[src/rtl/nn_display_pkg.sv]
// rtl/nn_display_pkg.sv - shared digit constants and capture FSM encoding for the NN display path
package nn_display_pkg;

  localparam int              DIGIT_W     = 4;
  localparam logic [DIGIT_W-1:0] DIGIT_BLANK = 4'hF;
  localparam logic [DIGIT_W-1:0] DIGIT_MAX   = 4'd9;

  typedef enum logic [1:0] {
    IDLE   = 2'd0,
    SETTLE = 2'd1,
    DECIDE = 2'd2
  } cap_state_e;

endpackage

[src/rtl/gpio_digit_capture_if.sv]
// rtl/gpio_digit_capture_if.sv - GPIO pins from the NN processor and the held digit toward the display
interface gpio_digit_capture_if;
  import nn_display_pkg::*;

  logic [DIGIT_W-1:0] gpio_raw;
  logic               gpio_strobe;
  logic [DIGIT_W-1:0] gpio_digit;
  logic               digit_valid;
  logic               new_digit;
  logic               err_invalid;

  modport master (
    output gpio_raw, gpio_strobe,
    input  gpio_digit, digit_valid, new_digit, err_invalid
  );

  modport slave (
    input  gpio_raw, gpio_strobe,
    output gpio_digit, digit_valid, new_digit, err_invalid
  );

endinterface

[src/rtl/sync_2ff.sv]
// rtl/sync_2ff.sv - W-bit two-stage synchronizer with asynchronous active-low reset
module sync_2ff #(
  parameter int W = 1
) (
  input  logic         clk,
  input  logic         rst_n,
  input  logic [W-1:0] d_i,
  output logic [W-1:0] q_o
);

  logic [W-1:0] meta_q;
  logic [W-1:0] sync_q;

  always_ff @(posedge clk or negedge rst_n) begin
    if (!rst_n) begin
      meta_q <= '0;
      sync_q <= '0;
    end else begin
      meta_q <= d_i;
      sync_q <= meta_q;
    end
  end

  assign q_o = sync_q;

endmodule

[src/rtl/gpio_digit_capture.sv]
// rtl/gpio_digit_capture.sv - synchronize, stability-filter and range-check the NN digit, with blanking timeout
module gpio_digit_capture
  import nn_display_pkg::*;
#(
  parameter int STABLE_CYCLES  = 16,
  parameter int TIMEOUT_CYCLES = 50_000_000,
  parameter int CNT_W          = 26
) (
  input  logic                 clk,
  input  logic                 rst_n,
  gpio_digit_capture_if.slave  cap
);

  localparam int STAB_W = $clog2(STABLE_CYCLES + 1);
  localparam logic [STAB_W-1:0] STAB_ONE  = STAB_W'(1);
  localparam logic [STAB_W-1:0] STAB_DONE = STAB_W'(STABLE_CYCLES);
  localparam logic [CNT_W-1:0]  TMO_LAST  = CNT_W'(TIMEOUT_CYCLES - 1);

  // Reset asserts asynchronously but releases on a clock edge.
  logic [1:0] rst_sync_q;
  logic       rst_int_n;

  always_ff @(posedge clk or negedge rst_n) begin
    if (!rst_n) rst_sync_q <= 2'b00;
    else        rst_sync_q <= {rst_sync_q[0], 1'b1};
  end

  assign rst_int_n = rst_sync_q[1];

  logic [DIGIT_W-1:0] sync_raw;
  logic               sync_strobe;

  sync_2ff #(.W(DIGIT_W + 1)) u_sync (
    .clk   (clk),
    .rst_n (rst_int_n),
    .d_i   ({cap.gpio_strobe, cap.gpio_raw}),
    .q_o   ({sync_strobe, sync_raw})
  );

  // prime_q masks edge detection until the sync chain holds real pin state,
  // so a strobe already high through reset is not mistaken for a new result.
  logic       strobe_d_q;
  logic [2:0] prime_q;
  logic       rise_q;

  always_ff @(posedge clk or negedge rst_int_n) begin
    if (!rst_int_n) begin
      strobe_d_q <= 1'b0;
      prime_q    <= 3'b000;
      rise_q     <= 1'b0;
    end else begin
      strobe_d_q <= sync_strobe;
      prime_q    <= {prime_q[1:0], 1'b1};
      rise_q     <= sync_strobe & ~strobe_d_q & prime_q[2];
    end
  end

  cap_state_e          state_q, state_d;
  logic [DIGIT_W-1:0]  ref_q, ref_d;
  logic [STAB_W-1:0]   stab_q, stab_d;
  logic [CNT_W-1:0]    tmo_q, tmo_d;
  logic [DIGIT_W-1:0]  digit_q, digit_d;
  logic                valid_q, valid_d;
  logic                new_q, new_d;
  logic                err_q, err_d;

  always_ff @(posedge clk or negedge rst_int_n) begin
    if (!rst_int_n) begin
      state_q <= IDLE;
      ref_q   <= '0;
      stab_q  <= '0;
      tmo_q   <= '0;
      digit_q <= DIGIT_BLANK;
      valid_q <= 1'b0;
      new_q   <= 1'b0;
      err_q   <= 1'b0;
    end else begin
      state_q <= state_d;
      ref_q   <= ref_d;
      stab_q  <= stab_d;
      tmo_q   <= tmo_d;
      digit_q <= digit_d;
      valid_q <= valid_d;
      new_q   <= new_d;
      err_q   <= err_d;
    end
  end

  always_comb begin
    state_d = state_q;
    ref_d   = ref_q;
    stab_d  = stab_q;
    tmo_d   = tmo_q;
    digit_d = digit_q;
    valid_d = valid_q;
    new_d   = 1'b0;
    err_d   = 1'b0;

    if (valid_q) begin
      if (tmo_q == TMO_LAST) begin
        digit_d = DIGIT_BLANK;
        valid_d = 1'b0;
        tmo_d   = '0;
      end else begin
        tmo_d = tmo_q + CNT_W'(1);
      end
    end

    case (state_q)
      IDLE: begin
        if (rise_q) begin
          ref_d   = sync_raw;
          stab_d  = STAB_ONE;
          state_d = SETTLE;
        end
      end
      SETTLE: begin
        if (rise_q || (sync_raw != ref_q)) begin
          ref_d  = sync_raw;
          stab_d = STAB_ONE;
        end else if (stab_q == STAB_DONE) begin
          state_d = DECIDE;
        end else begin
          stab_d = stab_q + STAB_ONE;
        end
      end
      DECIDE: begin
        state_d = IDLE;
        // Acceptance overrides a timeout landing in the same cycle.
        if (ref_q <= DIGIT_MAX) begin
          digit_d = ref_q;
          valid_d = 1'b1;
          new_d   = 1'b1;
          tmo_d   = '0;
        end else begin
          err_d = 1'b1;
        end
      end
      default: state_d = IDLE;
    endcase
  end

  assign cap.gpio_digit  = digit_q;
  assign cap.digit_valid = valid_q;
  assign cap.new_digit   = new_q;
  assign cap.err_invalid = err_q;

endmodule

[src/flat_wrapper.sv]
// flat-port wrapper written by rule: the top's interface ports become plain ports
module gpio_digit_capture_flat import nn_display_pkg::*;
#(
  parameter int STABLE_CYCLES  = 16,
  parameter int TIMEOUT_CYCLES = 50_000_000,
  parameter int CNT_W          = 26
)
  (clk, rst_n, cap_gpio_raw, cap_gpio_strobe, cap_gpio_digit, cap_digit_valid, cap_new_digit, cap_err_invalid);
  gpio_digit_capture_if cap_i ();
  input  logic clk;
  input  logic rst_n;
  input wire logic [$bits(cap_i.gpio_raw)-1:0] cap_gpio_raw;
  input wire logic [$bits(cap_i.gpio_strobe)-1:0] cap_gpio_strobe;
  output wire logic [$bits(cap_i.gpio_digit)-1:0] cap_gpio_digit;
  output wire logic [$bits(cap_i.digit_valid)-1:0] cap_digit_valid;
  output wire logic [$bits(cap_i.new_digit)-1:0] cap_new_digit;
  output wire logic [$bits(cap_i.err_invalid)-1:0] cap_err_invalid;
  assign cap_i.gpio_raw = cap_gpio_raw;
  assign cap_i.gpio_strobe = cap_gpio_strobe;
  assign cap_gpio_digit = cap_i.gpio_digit;
  assign cap_digit_valid = cap_i.digit_valid;
  assign cap_new_digit = cap_i.new_digit;
  assign cap_err_invalid = cap_i.err_invalid;
  gpio_digit_capture #(.STABLE_CYCLES(STABLE_CYCLES), .TIMEOUT_CYCLES(TIMEOUT_CYCLES), .CNT_W(CNT_W)) u_core (.clk(clk), .rst_n(rst_n), .cap(cap_i));
endmodule
[config.mk]
export PLATFORM = sky130hd
export DESIGN_NAME = gpio_digit_capture_flat
export DESIGN_NICKNAME = d
export VERILOG_FILES = /design/src/rtl/nn_display_pkg.sv /design/src/rtl/gpio_digit_capture_if.sv /design/src/rtl/sync_2ff.sv /design/src/rtl/gpio_digit_capture.sv /design/src/flat_wrapper.sv
export SDC_FILE = /design/constraint.sdc
export NUM_CORES = 1
export LEC_CHECK = 0
export ABC_AREA = 1
export CAP_MARGIN = 30
export CORE_ASPECT_RATIO = 1.1
export CORE_MARGIN = 1
export CORE_UTILIZATION = 65
export CTS_BUF_LIST = sky130_fd_sc_hd__clkbuf_8
export DETAILED_ROUTE_END_ITERATION = 10
export PLACE_DENSITY_LB_ADDON = 0.15
export SETUP_SLACK_MARGIN = 0.05
export SYNTH_ARGS = -nofsm -noshare
export SYNTH_HDL_FRONTEND = slang
export SYNTH_SLANG_ARGS = --single-unit
[constraint.sdc]
create_clock -name clk -period 2.65 [get_ports clk]
set_input_delay 0.53 -clock clk [delete_from_list [all_inputs] [get_ports clk]]
set_output_delay 0.53 -clock clk [all_outputs]
set_load 0.02 [all_outputs]
==> impl_metrics.json, run 1 <==
{
  "multi_input_area_um2": 1330,
  "cpLargestDelayFamily": "buffers and inverters",
  "die_area_um2": 4990,
  "crit_buf_inv": 1,
  "p_leak_nw": 1.61,
  "fin_area_um2": 3410,
  "area_delta_synth_final_pct": 11.2,
  "startpoint_type": "flip-flop",
  "netlist_instances": 374,
  "cts_tree": "yes",
  "grt_pass1_vias": 2320,
  "synth_top_flop_cell": "dfrtp_1",
  "grt-ovfl-total": 0,
  "clockBufferDepth": 2,
  "num_vias": 2485,
  "clk_pin_slew_worst_paths_ps": 70,
  "pwr-share-seq": 0.559,
  "worstRegToRegCells": 8,
  "drtAntennaViolNets": 0,
  "pwr-share-clk": 0.403,
  "yosysSeqAreaShare": 0.500,
  "cts_inserted_buffers": 9,
  "cts_sinks": 61,
  "core_um2": 4410,
  "synthMuxAreaShare": 0,
  "htree_levels": 3,
  "place_area_um2": 3240,
  "internal_power_mw": 1.33,
  "slew_viol_final": 0,
  "fin_skew_ps": 8.80,
  "drt-total-wl_mm": 6.16,
  "antenna_cells": 0,
  "initial_core_util": 0.694,
  "synth_xor_area_frac": 0.0257,
  "synth.cell_area_um2": 3060,
  "power_density_nw_per_um2": 511,
  "syn-mean-instance-area_um2": 8.19,
  "netSwitchingFraction": 0.235,
  "hold_violations": 0,
  "cp.arrival_ps": 1500,
  "io_buffers": 13,
  "yosys_warnings": 0,
  "ys_ff_latch": 61,
  "drc": 0,
  "drt-initial-drc-count": 235,
  "setup_viol_count_final": 0,
  "core.rowCount": 25,
  "min_path_type": "flip-flop to asynchronous set/reset pin",
  "cp_slowest_cell": "clkdlybuf4s50_1",
  "period_minus_slack_ps": 2030,
  "vias_per_cell": 5.46,
  "rsz0062_at_grt": "false",
  "grt_pass1_wl_mm": 10.4,
  "clock_latency_ps": 330,
  "synth.distinct_cells": 31,
  "dp_hpwl_mm": 4.51,
  "vdd_ir_drop_max_v": 0.000649,
  "timing.fmax_mhz": 492,
  "worstSetupPathType": "flip-flop to output port",
  "root_buffer": "clkbuf_8",
  "die_x_um": 67.4,
  "synthAdderAreaFrac": 0.0123,
  "cts_resized": 0,
  "comb_power_share": 0.038,
  "antenna_found_initial": 0,
  "synth_top_family_by_area": "simple AND/OR/NAND/NOR gates",
  "synth_edf_count": 0,
  "p_switching_uw": 408,
  "utilization": 0.772,
  "fin_nets": 406,
  "synth-compound-area-share": 0.0335,
  "seq_area_um2": 1530,
  "async_flop_share": 1.00,
  "place_congestion": 0.889,
  "crit_chain": "clkdlybuf4s50_1",
  "maxCapViolCount": 0,
  "dieHeight_um": 74.0,
  "end_kind": "output port",
  "wl_per_cell_um": 13.5,
  "ios": 14,
  "drive_gt1_frac": 0.120,
  "crit_required_ps": 2120,
  "synth-simple-area-share": 0.359,
  "num-fill-cells": 307,
  "grt_use_total": 0.288,
  "status": "completed",
  "crit_fanout": 9,
  "cts_setup_buffers": 0,
  "holdBufCountCts": 0,
  "finalSetupTns_ps": 0,
  "firstDrtPassIters": 5,
  "max_stage_delay_ps": 660,
  "grt_max_degree": 23,
  "period_share": 0.768,
  "path_depth": 1
}
state kept, by name, summed over array words and instances, names as in the netlist, 2 cells and up:
register and count:
u_core.tmo_q 26, u_core.stab_q 5, u_core.u_sync.meta_q 5, u_core.u_sync.q_o 5, u_core.cap.gpio_digit 4, u_core.ref_q 4, u_core.prime_q 3, u_core.rst_sync_q 2
u_core.state_q 2
routing by layer:
layer  vias to the layer above  global-route usage  wire (um)
met5                         -                   0          0
met4                         0               0.142        159
met3                        14              0.0629        411
met2                       109               0.446       2870
met1                      1141               0.385       2730
li1                       1221                   -          -
cell usage after synthesis, types with 2 or more instances:
master,count,area share
nor2_2,5,0.010
inv_1,41,0.050
buf_4,2,0.0049
nand4_1,10,0.020
dfstp_2,4,0.034
nand2_4,3,0.011
inv_2,3,0.0037
o21bai_1,2,0.0049
nor3_1,14,0.023
nand3b_1,2,0.0049
o21ai_0,7,0.011
nand3_1,31,0.051
nor2_1,64,0.078
nand3_2,2,0.0065
nand2_2,3,0.0061
ha_1,3,0.012
nor2_4,5,0.018
nand2_1,88,0.11
dfrtp_1,57,0.47
a21oi_1,9,0.015
xor2_1,8,0.023
buf_6,2,0.0074
path summary, 6_finish.rpt:
| path | from | end | slack [ps] |
|---|---|---|---|
| worst max-delay path | u_core.cap.digit_valid$_DFF_PN0_ | cap_digit_valid | 620 |
| worst min-delay path | u_core.rst_sync_q[1]$_DFF_PN0_ | u_core.tmo_q[16]$_DFF_PN0_ | 220 |
| worst max register to register | u_core.tmo_q[0]$_DFF_PN0_ | u_core.tmo_q[20]$_DFF_PN0_ | 800 |
| worst min register to register | u_core.rst_sync_q[1]$_DFF_PN0_ | u_core.tmo_q[16]$_DFF_PN0_ | 220 |
| max in group asynchronous | u_core.rst_sync_q[1]$_DFF_PN0_ | u_core.cap.gpio_digit[1]$_DFF_PN1_ | 1740 |
| min in group clk | u_core.u_sync.meta_q[1]$_DFF_PN0_ | u_core.u_sync.q_o[1]$_DFF_PN0_ | 350 |
area by class of cell:
cell class | count | share of cell area
clock buffer | 10 | 0.0404
clock inverter | 6 | 0.00918
inverter | 44 | 0.0485
multi-input combinational | 265 | 0.389
sequential | 61 | 0.450
tap | 54 | 0.0198
timing repair buffer | 15 | 0.0426
per-stage QoR:
stage | worst slack, ps | power (mW) | hold WS [ps] | std cells
3_5_place_dp | 865 | 1.06 | 236 | 439
3_3_place_gp | 940 | 1.05 | 246 | 439
6_report | 616 | 1.74 | 220 | 455
2_1_floorplan | 833 | 1.03 | 234 | 375
4_1_cts | 607 | 1.75 | 234 | 455
5_1_grt | 572 | 1.81 | 262 | 455
power by group through the flow:
stage / Clock, mW / Sequential (mW) / Combinational, mW
final: 0.701 / 0.974 / 0.0655
after CTS: 0.715 / 0.974 / 0.0663
after global placement: 0 / 0.990 / 0.0641
after global routing: 0.760 / 0.977 / 0.0765
after floorplan: 0 / 0.993 / 0.0364
after detailed placement: 0 / 0.991 / 0.0659
cell families (layout without fill, tap and decap cells):
| group | Yosys count | in the layout |
|---|---|---|
| adders and majority gates | 3 | 3 |
| buffers and inverters | 49 | 75 |
| other | 1 | 2 |
| and+or+nand+nor | 232 | 232 |
| DFF | 61 | 61 |
| AOI/OAI and AO/OA | 19 | 19 |
| xor gates and xnor gates | 9 | 9 |
layout by cell type, fill, tap and decap left out, drive strengths merged:
cell           netlist  layout
nand2               94      94
dfstp                4       4
nor3                15      15
clkinvlp             0       1
clkbuf               0      10
nor2                75      75
nand4               11      11
clkdlybuf4s50        0      13
dfrtp               57      57
o21ai                7       7
nand3b               2       2
conb                 1       2
xnor2                1       1
ha                   3       3
inv                 44      45
o21bai               2       2
clkinv               0       4
a21oi                9       9
a21o                 1       1
xor2                 8       8
nand3               34      34
buf                  5       2
or2                  1       1
worst reg2reg max path: cells and delay by family (launching register included):
kind                       cells  cell delay [ps]
adders and majority gates      1              220
DFF                            1              390
and+or+nand+nor                7             1120
Note: power is estimated with default switching activity, not from simulation.
==> run 2, diff against run 1 <==
--- a/config.mk
+++ b/config.mk
@@ -9,7 +9,7 @@
 export CAP_MARGIN = 30
 export CORE_ASPECT_RATIO = 1.1
 export CORE_MARGIN = 1
-export CORE_UTILIZATION = 65
+export CORE_UTILIZATION = 56
 export CTS_BUF_LIST = sky130_fd_sc_hd__clkbuf_8
 export DETAILED_ROUTE_END_ITERATION = 10
 export PLACE_DENSITY_LB_ADDON = 0.15
==> constraint.sdc (replaced) <==
create_clock -name clk -period 1.8 [get_ports clk]
set_input_delay 0.36 -clock clk [delete_from_list [all_inputs] [get_ports clk]]
set_output_delay 0.36 -clock clk [all_outputs]
set_load 0.02 [all_outputs]
==> run 2 against run 1 <==
Against the previous run: hold slack worse by 39 ps; count of clock-buffer cells in the layout is 1 higher; die area is 16% higher; sequential power is 46% higher; largest power group unchanged; routed wire length is 5.1% lower; largest cell class unchanged; critical path depth stayed put; register-to-register slack worse by 620 ps.
==> impl_metrics.json, run 2 (synthesis results as in run 1) <==
{
  "finalSetupTns_ps": 0,
  "period_minus_slack_ps": 1620,
  "period_share": 0.902,
  "route.met2.wl_mm": 2.94,
  "holdBufCountCts": 0,
  "die_x_um": 72.5,
  "worstRegToRegCells": 10,
  "dp_hpwl_mm": 4.18,
  "antenna_cells": 0,
  "vdd_ir_drop_max_v": 0.000683,
  "startpoint_type": "flip-flop",
  "drive_gt1_frac": 0.126,
  "rsz0062_at_grt": "true",
  "cpLargestDelayFamily": "buffers and inverters",
  "antenna_found_initial": 0,
  "cts_inserted_buffers": 9,
  "dp_slack_ps": 164,
  "fin_nets": 409,
  "wl_met3_um": 189,
  "die_area_um2": 5770,
  "place_congestion": 0.934,
  "crit_end": "cap_new_digit",
  "most-common-layout-cells": "88 x nand2_1, 63 x nor2_1, 56 x dfrtp_1",
  "finalPower_mw": 2.76,
  "area_delta_synth_final_pct": 14.3,
  "ios": 14,
  "routed.top_layer": "met4",
  "max_stage_delay_ps": 590,
  "dieHeight_um": 79.6,
  "num-fill-cells": 449,
  "maxCapViolCount": 0,
  "cp_slowest_cell": "clkdlybuf4s50_1",
  "grt-ovfl-total": 0,
  "clk_pin_slew_worst_paths_ps": 70,
  "drt-total-wl_mm": 5.85,
  "power_density_nw_per_um2": 788,
  "worstSetupPathType": "flip-flop to output port",
  "core.rowCount": 27,
  "root_buffer": "clkbuf_8",
  "drt-initial-drc-count": 151,
  "cp-startpoint": "u_core.cap.new_digit$_DFF_PN0_",
  "crit_chain": "clkdlybuf4s50_1",
  "p_leak_nw": 1.67,
  "met1_length_mm": 2.60,
  "crit_required_ps": 1440,
  "seq_area_um2": 1530,
  "cp.arrival_ps": 1260,
  "grt_use_total": 0.229,
  "end_kind": "output port",
  "grt_pass1_wl_mm": 9.91,
  "hold_violations": 0,
  "drc": 0,
  "grt_max_degree": 60,
  "reg2reg_from": "u_core.tmo_q[0]$_DFF_PN0_",
  "final_common_cell": "nand2_1",
  "path_depth": 1,
  "cts_sinks": 61,
  "setup_viol_count_final": 0,
  "crit_buf_inv": 1,
  "clockBufferDepth": 2,
  "drtAntennaViolNets": 0,
  "holdWs_ps": 181,
  "reg2reg_to": "u_core.cap.gpio_digit[2]$_DFF_PN1_",
  "clock_latency_ps": 340,
  "multi_input_area_um2": 1330,
  "num_vias": 2414,
  "place_area_um2": 3290,
  "setup_ws_ps": 176,
  "vias_per_cell": 5.07,
  "slew_viol_final": 0,
  "grt_pass1_vias": 2223,
  "crit_fanout": 1,
  "firstDrtPassIters": 4,
  "io_buffers": 13,
  "regMostFlops": "u_core.tmo_q",
  "core_um2": 5130,
  "status": "completed",
  "min_path_type": "input port to asynchronous set/reset pin",
  "initial_core_util": 0.596,
  "reg2reg_slack_ps": 180,
  "wl_per_cell_um": 12.3,
  "htree_levels": 3,
  "fin_area_um2": 3500,
  "fin_skew_ps": 10.9,
  "timing.fmax_mhz": 616,
  "largest_reg_flops": 26,
  "cts_tree": "yes"
}
[run 2: worst min-delay path by stage]
stage,slack (ps),cells past startpoint,start,endpoint
final,180,1,rst_n,u_core.rst_sync_q[1]$_DFF_PN0_
after global routing,190,1,rst_n,u_core.rst_sync_q[0]$_DFF_PN0_
after CTS,180,1,rst_n,u_core.rst_sync_q[0]$_DFF_PN0_
after detailed placement,280,1,u_core.rst_sync_q[1]$_DFF_PN0_,u_core.cap.err_invalid$_DFF_PN0_
after global placement,280,1,u_core.rst_sync_q[1]$_DFF_PN0_,u_core.cap.err_invalid$_DFF_PN0_
after floorplan,60,0,rst_n,u_core.rst_sync_q[0]$_DFF_PN0_
[run 2: cell type report]
type,count,area share
Sequential cell,61,0.438
Clock inverter,5,0.0150
Timing Repair Buffer,18,0.0497
Clock buffer,11,0.0433
Multi-Input combinational cell,265,0.381
Inverter,44,0.0472
Tap cell,72,0.0257
[run 2: worst reg2reg max path: stages (launching register included)]
cell	delay (ps)
dfrtp_1	390
ha_1	200
nand2_1	80
nor2_2	170
nand3_1	110
nor2_2	110
nand3_2	130
buf_4	190
nand2_1	60
nand2_1	50
nand2_1	80
[run 2: power by group]
part,total [mW],switching (mW),internal [mW]
Clock,1.23,0.522,0.704
Sequential,1.42,0.0198,1.40
Combinational,0.107,0.0688,0.0382
Total,2.76,0.611,2.15
[run 2: per-stage QoR]
stage | cells | util
final | 476 | 0.682
after CTS | 475 | 0.679
after detailed placement | 459 | 0.640
after floorplan | 375 | -
after global placement | 459 | 0.640
after global routing | 476 | 0.682
[run 2: what timing repair did]
item	4_1_cts	5_1_grt
gates resized for setup	5	2
cloned	0	0
buffers inserted	0	1
pin swaps	0	2
endpoints found under the setup margin	5	13
[run 2: layer usage]
| metal | GRT usage | vias to the layer above |
|---|---|---|
| li1 | - | 1229 |
| met1 | 0.284 | 1121 |
| met2 | 0.383 | 54 |
| met3 | 0.0391 | 10 |
| met4 | 0.116 | 0 |
| met5 | 0 | - |
==> run 3, diff against run 2 <==
--- a/config.mk
+++ b/config.mk
@@ -6,10 +6,11 @@
 export NUM_CORES = 1
 export LEC_CHECK = 0
 export ABC_AREA = 1
+export ABC_CLOCK_PERIOD_IN_PS = 1650
 export CAP_MARGIN = 30
 export CORE_ASPECT_RATIO = 1.1
 export CORE_MARGIN = 1
-export CORE_UTILIZATION = 56
+export CORE_UTILIZATION = 62
 export CTS_BUF_LIST = sky130_fd_sc_hd__clkbuf_8
 export DETAILED_ROUTE_END_ITERATION = 10
 export PLACE_DENSITY_LB_ADDON = 0.15
==> constraint.sdc (replaced) <==
create_clock -name clk -period 1.65 [get_ports clk]
set_input_delay 0.33 -clock clk [delete_from_list [all_inputs] [get_ports clk]]
set_output_delay 0.33 -clock clk [all_outputs]
set_load 0.02 [all_outputs]
==> run 3 against run 2 <==
Against the previous run: die area shrank 9.4%; critical path depth grew 7; critical path type is now flip-flop to flip-flop; worst setup slack got worse by 140 ps; sequential cell count is the same; first-iteration DRC count increased by 38%; via count rose by 3.1%; count of clock-buffer cells in the layout is 2 lower; global-route usage increased by 2.1 points; non-clock buffer count grew 10.
==> impl_metrics.json, run 3 (synthesis results as in run 1) <==
{
  "status": "completed",
  "max_stage_delay_ps": 470,
  "cts_sinks": 61,
  "cts_inserted_buffers": 9,
  "die_area_um2": 5220,
  "maxCapViolCount": 0,
  "antenna_cells": 0,
  "drtAntennaViolNets": 0,
  "crit_required_ps": 1880,
  "place_congestion": 0.971,
  "htree_levels": 3,
  "grt_pass1_wl_mm": 10.0,
  "core_um2": 4680,
  "root_buffer": "clkbuf_8",
  "clock_latency_ps": 340,
  "finalSetupTns_ps": 0,
  "cp.arrival_ps": 1840,
  "worstSetupPathType": "flip-flop to flip-flop",
  "drt-initial-drc-count": 209,
  "timing.fmax_mhz": 621,
  "antenna_found_initial": 0,
  "final_common_cell": "nand2_1",
  "reg2reg_from": "u_core.tmo_q[13]$_DFF_PN0_",
  "cp_common_cell": "nor2_1",
  "crit_buf_inv": 1,
  "grt-ovfl-total": 0,
  "initial_core_util": 0.654,
  "period_share": 0.976,
  "period_minus_slack_ps": 1610,
  "die_x_um": 69,
  "holdWs_ps": 149,
  "rsz0062_at_grt": "true",
  "power_density_nw_per_um2": 843,
  "dp_hpwl_mm": 4.45,
  "area_delta_synth_final_pct": 19.2,
  "setup_viol_count_final": 0,
  "io_buffers": 13,
  "holdBufCountCts": 0,
  "dieHeight_um": 75.7,
  "cp-startpoint": "u_core.tmo_q[13]$_DFF_PN0_",
  "largest_reg_flops": 26,
  "utilization": 0.779,
  "finalPower_mw": 3.08,
  "grt_use_total": 0.250,
  "fin_area_um2": 3650,
  "cp_slowest_cell": "dfrtp_1",
  "place_area_um2": 3300,
  "fin_nets": 419,
  "crit_chain": "nand2_1 -> nor2_1 -> nand3_1 -> nor2_1 -> nand3_4 -> buf_6 -> nand3_1 -> nor2_1",
  "hold_violations": 0,
  "clk_pin_slew_worst_paths_ps": 70,
  "drc": 0,
  "cpLargestDelayFamily": "simple AND/OR/NAND/NOR gates",
  "grt_pass1_vias": 2266,
  "num_vias": 2489,
  "p_leak_nw": 1.75,
  "cts_tree": "yes",
  "wl_per_cell_um": 13.3,
  "most-common-layout-cells": "84 x nand2_1, 62 x nor2_1, 55 x dfrtp_1",
  "vias_per_cell": 5.30,
  "slew_viol_final": 0,
  "clockBufferDepth": 2,
  "grt_max_degree": 22,
  "end_kind": "flip-flop",
  "startpoint_type": "flip-flop",
  "drive_gt1_frac": 0.174,
  "firstDrtPassIters": 4,
  "drt-total-wl_mm": 6.26,
  "fin_skew_ps": 9.29,
  "vdd_ir_drop_max_v": 0.000682,
  "min_path_type": "input port to asynchronous set/reset pin",
  "crit_fanout": 8,
  "core.rowCount": 26,
  "regMostFlops": "u_core.tmo_q",
  "ios": 14
}
[run 3: changes by cell type in the layout (fill, tap and decap cells not counted), moves of 3 or more]
cell and change:
buf_4 +8, nand2_1 -4, nand2_2 +4, nand3_1 -3
nor2_4 +3, clkinv_2 +3
[run 3: routing by layer]
metal	GRT usage	part of all wire
met2	0.449	0.52
met4	0.132	0.017
met3	0.0503	0.039
met5	0	0
met1	0.289	0.42
[run 3: power by group]
part | switching [mW] | internal (mW) | leakage, nW | total (mW)
clock network | 0.565 | 0.831 | 0.115 | 1.40
logic | 0.0712 | 0.0492 | 0.860 | 0.120
registers | 0.0276 | 1.53 | 0.778 | 1.56
[run 3: layout make-up]
cell class              instances  area (um^2)
clock buffers                   9          124
clock inverters                 7         82.6
fillers                       323         1040
inverters                      44          165
multi-input cells             265         1420
flip-flops and latches         61         1530
well taps                      56         70.1
repair buffers                 28          254
[run 3: final timing paths]
path,depth (start not counted),slack [ps],to
min in group clk,0,350,u_core.prime_q[1]$_DFF_PN0_
max in group asynchronous,1,890,u_core.cap.gpio_digit[2]$_DFF_PN1_
hold reg to reg,0,160,u_core.stab_q[2]$_DFFE_PN0P_
hold / removal,1,150,u_core.rst_sync_q[0]$_DFF_PN0_
setup / recovery,8,40,u_core.tmo_q[24]$_DFF_PN0_
setup reg to reg,8,40,u_core.tmo_q[24]$_DFF_PN0_
[run 3: stage by stage]
stage,setup WS [ps],instances
after floorplan,200,375
after global placement,123,448
after detailed placement,55.8,448
after CTS,68.8,464
after global routing,-42.6,470
final,39.4,470
[run 3: what timing repair did]
action	in CTS	in global routing
endpoints found under the hold margin	0	0
resized for setup	8	21
buffers inserted	0	6
pin swaps	0	12
setup endpoints to repair	9	35
